--- src/rtl/imem_loader_if.sv ---
// imem_loader_if: bundles the program byte stream and the instruction-memory
// write bus of the program loader.
//   in_valid/in_data/in_last : byte stream from the image source
//   in_ready                 : loader accepts a byte this cycle
//   imem_we/addr/wdata       : one-cycle instruction-memory word write
// Modports: slave = loader side, master = stream source / memory side.
interface imem_loader_if;
    logic        in_valid;
    logic [7:0]  in_data;
    logic        in_last;
    logic        in_ready;
    logic        imem_we;
    logic [63:0] imem_addr;
    logic [31:0] imem_wdata;

    modport slave (
        input  in_valid, in_data, in_last,
        output in_ready, imem_we, imem_addr, imem_wdata
    );

    modport master (
        output in_valid, in_data, in_last,
        input  in_ready, imem_we, imem_addr, imem_wdata
    );
endinterface

--- src/rtl/imem_loader.sv ---
// imem_loader: assembles a little-endian byte stream into 32-bit instruction
// words, writes them to instruction memory at byte addresses 0,4,8,... and
// holds the CPU in reset until the image has been loaded.
// Ports:
//   clk        : system clock, rising edge
//   reset      : asynchronous active-low reset
//   start      : one-cycle pulse starting a load (ignored while loading)
//   bus        : imem_loader_if.slave (byte stream in, memory write out)
//   cpu_reset  : active-high CPU reset, low only when the load is done
//   done       : image loaded successfully
//   err        : load aborted (partial final word or memory overflow)
//   word_count : words written since the last start
//   checksum   : (only with IMEM_LOADER_CHECKSUM_EN) sum mod 2^32 of the
//                written words, valid while done is high
// Optional feature macro: IMEM_LOADER_CHECKSUM_EN.
module imem_loader #(
    parameter int IMEM_WORDS = 64,
    parameter int CNT_W      = 7
) (
    input  logic             clk,
    input  logic             reset,
    input  logic             start,
    imem_loader_if.slave     bus,
    output logic             cpu_reset,
    output logic             done,
    output logic             err,
    output logic [CNT_W-1:0] word_count
`ifdef IMEM_LOADER_CHECKSUM_EN
    ,
    output logic [31:0]      checksum
`endif
);

    typedef enum logic [2:0] {
        S_IDLE,
        S_LOAD,
        S_WRITE,
        S_DONE,
        S_ERROR
    } state_t;

    state_t           r_state;
    state_t           w_next;
    logic [1:0]       r_byte_idx;
    logic [23:0]      r_lanes;      // byte lanes 0..2 of the word in progress
    logic             r_last_seen;
    logic [CNT_W-1:0] r_word_count;
    logic [63:0]      r_addr;
    logic [31:0]      r_wdata;

    logic w_hs;
    logic w_start_ok;
    logic w_full;
    logic w_word_done;

    assign w_hs        = (r_state == S_LOAD) && bus.in_valid;
    assign w_start_ok  = start && ((r_state == S_IDLE) || (r_state == S_DONE) ||
                                   (r_state == S_ERROR));
    assign w_full      = (r_word_count == CNT_W'(IMEM_WORDS));
    assign w_word_done = w_hs && (r_byte_idx == 2'd3) && !w_full;

    always_ff @(posedge clk or negedge reset) begin
        if (!reset) begin
            r_state <= S_IDLE;
        end else begin
            r_state <= w_next;
        end
    end

    always_comb begin
        w_next = r_state;
        case (r_state)
            S_IDLE: begin
                if (start) w_next = S_LOAD;
            end
            S_LOAD: begin
                if (w_hs) begin
                    if (r_byte_idx == 2'd3) begin
                        w_next = w_full ? S_ERROR : S_WRITE;
                    end else if (bus.in_last) begin
                        w_next = S_ERROR;
                    end
                end
            end
            S_WRITE: begin
                w_next = r_last_seen ? S_DONE : S_LOAD;
            end
            S_DONE, S_ERROR: begin
                if (start) w_next = S_LOAD;
            end
            default: w_next = S_IDLE;
        endcase
    end

    // Address and data are captured on the byte-3 handshake so they are
    // stable during WRITE and keep their values afterwards.
    always_ff @(posedge clk or negedge reset) begin
        if (!reset) begin
            r_byte_idx   <= '0;
            r_lanes      <= '0;
            r_last_seen  <= 1'b0;
            r_word_count <= '0;
            r_addr       <= '0;
            r_wdata      <= '0;
        end else if (w_start_ok) begin
            r_byte_idx   <= '0;
            r_word_count <= '0;
            r_last_seen  <= 1'b0;
        end else begin
            if (w_hs) begin
                r_byte_idx <= r_byte_idx + 2'd1;
                case (r_byte_idx)
                    2'd0:    r_lanes[7:0]   <= bus.in_data;
                    2'd1:    r_lanes[15:8]  <= bus.in_data;
                    2'd2:    r_lanes[23:16] <= bus.in_data;
                    default: ;
                endcase
            end
            if (w_word_done) begin
                r_addr      <= 64'({r_word_count, 2'b00});
                r_wdata     <= {bus.in_data, r_lanes};
                r_last_seen <= bus.in_last;
            end
            if (r_state == S_WRITE) begin
                r_word_count <= r_word_count + 1'b1;
            end
        end
    end

`ifdef IMEM_LOADER_CHECKSUM_EN
    logic [31:0] r_checksum;

    always_ff @(posedge clk or negedge reset) begin
        if (!reset) begin
            r_checksum <= '0;
        end else if (w_start_ok) begin
            r_checksum <= '0;
        end else if (r_state == S_WRITE) begin
            r_checksum <= r_checksum + r_wdata;
        end
    end

    assign checksum = r_checksum;
`endif

    assign bus.in_ready   = (r_state == S_LOAD);
    assign bus.imem_we    = (r_state == S_WRITE);
    assign bus.imem_addr  = r_addr;
    assign bus.imem_wdata = r_wdata;
    assign cpu_reset      = (r_state != S_DONE);
    assign done           = (r_state == S_DONE);
    assign err            = (r_state == S_ERROR);
    assign word_count     = r_word_count;

endmodule

--- src/flat_wrapper.sv ---
// flat-port wrapper written by rule: the top's interface ports become plain ports
module imem_loader_flat 
#(
    parameter int IMEM_WORDS = 64,
    parameter int CNT_W      = 7
)
  (clk, reset, start, cpu_reset, done, err, word_count, bus_in_valid, bus_in_data, bus_in_last, bus_in_ready, bus_imem_we, bus_imem_addr, bus_imem_wdata);
  imem_loader_if bus_i ();
  input  logic clk;
  input  logic reset;
  input  logic start;
  output logic cpu_reset;
  output logic done;
  output logic err;
  output logic [CNT_W-1:0] word_count;
  input wire logic [$bits(bus_i.in_valid)-1:0] bus_in_valid;
  input wire logic [$bits(bus_i.in_data)-1:0] bus_in_data;
  input wire logic [$bits(bus_i.in_last)-1:0] bus_in_last;
  output wire logic [$bits(bus_i.in_ready)-1:0] bus_in_ready;
  output wire logic [$bits(bus_i.imem_we)-1:0] bus_imem_we;
  output wire logic [$bits(bus_i.imem_addr)-1:0] bus_imem_addr;
  output wire logic [$bits(bus_i.imem_wdata)-1:0] bus_imem_wdata;
  assign bus_i.in_valid = bus_in_valid;
  assign bus_i.in_data = bus_in_data;
  assign bus_i.in_last = bus_in_last;
  assign bus_in_ready = bus_i.in_ready;
  assign bus_imem_we = bus_i.imem_we;
  assign bus_imem_addr = bus_i.imem_addr;
  assign bus_imem_wdata = bus_i.imem_wdata;
  imem_loader #(.IMEM_WORDS(IMEM_WORDS), .CNT_W(CNT_W)) u_core (.clk(clk), .reset(reset), .start(start), .bus(bus_i), .cpu_reset(cpu_reset), .done(done), .err(err), .word_count(word_count));
endmodule
--- config.mk ---
export PLATFORM = sky130hd
export DESIGN_NAME = imem_loader_flat
export DESIGN_NICKNAME = d
export VERILOG_FILES = /design/src/rtl/imem_loader_if.sv /design/src/rtl/imem_loader.sv /design/src/flat_wrapper.sv
export SDC_FILE = /design/constraint.sdc
export NUM_CORES = 1
export LEC_CHECK = 0
export ABC_AREA = 0
export BUFFER_PORTS_ARGS = -buffer_cell sky130_fd_sc_hd__clkbuf_2
export CORE_ASPECT_RATIO = 1.4
export CORE_UTILIZATION = 45
export DETAILED_ROUTE_END_ITERATION = 10
export PLACE_DENSITY = 0.85
export REMOVE_ABC_BUFFERS = 1
export SLEW_MARGIN = 20
export SYNTH_ARGS = -nofsm -noshare
export SYNTH_HDL_FRONTEND = slang
export SYNTH_SLANG_ARGS = --single-unit
--- constraint.sdc ---
create_clock -name clk -period 1.8 [get_ports clk]
set_input_delay 0.09 -clock clk [delete_from_list [all_inputs] [get_ports clk]]
set_output_delay 0.09 -clock clk [all_outputs]
set_load 0.03 [all_outputs]
==> impl_metrics.yaml <==
grt:
  grt_max_degree: 53
  grt_overflow: 0
  grt_pass1_vias: 2107
  antenna_found_initial: 0
  grt_pass1_wl_um: 10600
  grt_usage_pct: 17.2
sta:
  slew_violations: 0
  fin_tns_setup_ns: 0
  hold_viol_final: 0
  worst_pin_slew_ns: 0.671
  slew_headroom_pct: 55.2
  setup_viol: 0
  finalCriticalPeriod_ns: 1.79
  rsz0062_at_grt: "true"
  finalCritPeriodShare_pct: 99.2
  max_freq_ghz: 0.560
  fin_skew_ns: 0.00991
place:
  placed_cell_area_um2: 3860
  gp_congestion: 0.801
  dpl.hpwl_um: 4540
  io_buffer_count: 63
worst_setup_path:
  crit_path_end_kind: "register"
  path_buf_inv: 3
  crit_type: "reg2reg"
  start_kind: "register"
  path_delay_family: "buffers and inverters"
  crit_fanout: 6
  cp_slowest_cell: "dfrtp_1"
  worstPathCellList: "inv_2, ha_4, nand4bb_4, o211ai_1, buf_6, clkbuf_16, mux2_4"
  crit_arrival_ns: 2.02
  max_stage_delay_ns: 0.40
  cp.required_ns: 2.03
die:
  fp.dieH_um: 107
  io_pins: 121
  die_w_um: 77.1
  initial_utilization_pct: 46.2
  die_area_um2: 8270
  std_cell_rows: 38
  core_um2: 7700
routing:
  routed_wl_um: 7150
  drt_iter0_drc: 100
  viasPerCell: 4.74
  route.detailed.drc: 0
  vias: 2253
  final_antenna_net_count: 0
  first_pass_iters: 4
  wl_per_cell_um: 15.0
clock_network:
  cts_tree: "built"
  root_buffer: "clkbuf_8"
  numClockSinks: 76
  cts_buffers: 9
  h-tree-depth: 3
  clock_path_buffers: 2
  clkTransAtPathRegs_ns: 0.08
  clkLatencyLatePin_ns: 0.35
yosys:
  synth_edf_count: 0
  netlist.area_leader.share_pct: 53.5
  synth_top_cell_by_area: "dfrtp_1"
  yosys_warnings: 0
  yosysSeqAreaShare_pct: 53.5
  synth_ff_type: "dfrtp_1"
  synth-seq-cells: 76
  synthTopCellsByCount: "dfrtp_1 (76), buf_4 (57), mux2_2 (54)"
  post-synth-top-count-cell: "dfrtp_1"
  synth_cell_types: 34
  syn-instance-count: 279
  synth.avg_cell_area_um2: 12.7
  synth.area.top_cells: "dfrtp_1 (53%), mux2_2 (17%), buf_4 (12%)"
  synth.cell_area_um2: 3560
  async_flop_share_pct: 100
power:
  powerDensity_nw_per_um2: 1360
  irDropWorstVdd_mv: 0.724
  power_leakage_nw: 2.38
  power.total_mw: 6.02
finish:
  antenna_cells: 0
  design_area_um2: 4420
  drive_gt1_share_pct: 44.5
  fill_cells: 620
  syn_to_final_growth_pct: 24.2
  finalNetCount: 389
run_status:
  status: "complete, no violations"
min_path:
  hold_class: "in2reg"
run:
  cap_viol_max_count: 0
[per-layer routing]
metal,part of all wire (%),GRT usage (%)
met3,4.4,4.00
met4,3.1,11.2
met1,42,19.9
met2,51,28.4
met5,0,0
[path summary, 6_finish.rpt]
path / startpoint / end / slack (ns) / cells past startpoint
setup / recovery: u_core.word_count[0] / u_core.bus.imem_wdata[27] / 0.01 / 7
hold / removal: bus_in_data[6] / u_core.bus.imem_wdata[30] / 0.02 / 2
setup reg to reg: u_core.word_count[0] / u_core.bus.imem_wdata[27] / 0.01 / 7
hold reg to reg: u_core.bus.imem_wdata[25] / u_core.bus.imem_wdata[25] / 0.50 / 1
max in group asynchronous: reset / u_core.r_state[2] / 0.89 / 3
min in group asynchronous: reset / u_core.r_last_seen / 0.32 / 2
[metrics by stage]
step                      std cells  utilization [%]  worst slack [ns]  hold slack (ns)
after floorplan                 271                -             -1.69           -0.206
after global placement          447             50.1            0.0457            0.153
after detailed placement        447             50.1           -0.0473            0.173
after CTS                       471             54.1           -0.0285          0.00178
after global routing            475             57.4           -0.0524           0.0178
final                           475             57.4            0.0137           0.0156
[cell families (layout without fill, tap and decap cells)]
group | after synthesis | in the layout | share of synthesized area [%]
AO/OA/AOI/OAI | 24 | 24 | 3.98
adder cells (fa/ha/maj) | 6 | 6 | 2.11
flip-flops | 76 | 76 | 53.5
AND/OR/NAND/NOR | 33 | 33 | 5.63
XOR/XNOR | 1 | 1 | 0.246
other | 1 | 57 | 0.105
buffers and inverters | 73 | 113 | 13.9
multiplexers | 65 | 65 | 20.5
[power by group]
group / leakage (nW) / internal (mW) / total, mW / switching [mW]
clock: 0.103 / 0.692 / 1.28 / 0.584
combinational: 1.28 / 0.924 / 2.16 / 1.24
sequential: 0.998 / 2.25 / 2.58 / 0.327
total: 2.38 / 3.87 / 6.02 / 2.15
[final cells by class]
cell class                 count  area [um^2]  share of cell area [%]
sequential                    76         1900                    43.1
multi-input combinational    186         1530                    34.6
timing repair buffer          88          628                    14.2
clock buffer                  16          200                    4.53
tap                          100          125                    2.83
inverter                       9         33.8                   0.765
[sequential cells by signal, indices dropped and copies added, names as in the netlist]
signal,flops
u_core.bus.imem_wdata,32
u_core.r_lanes,24
u_core.bus.imem_addr,7
u_core.word_count,7
u_core.r_state,3
u_core.r_byte_idx,2
u_core.r_last_seen,1
[timing repair]
action	CTS	global route
cloned	1	3
hold buffers	5	0
resized for setup	12	40
setup endpoints to repair	40	57
pin swaps	1	2
endpoints found under the hold margin	56	0
setup buffers	2	1
[layout by cell type (no fill, tap or decap), types with 4 or more instances in the layout]
| cell type | instances |
|---|---|
| a21oi_1 | 8 |
| buf_12 | 4 |
| buf_4 | 12 |
| clkbuf_2 | 62 |
| clkbuf_8 | 14 |
| conb_1 | 57 |
| dfrtp_1 | 75 |
| dlygate4sd3_1 | 5 |
| ha_1 | 5 |
| inv_1 | 8 |
| mux2_2 | 29 |
| mux2_4 | 33 |
| nand2_1 | 11 |
| o21ai_0 | 8 |
| or3_1 | 4 |
(Power assumes the default switching activity.)
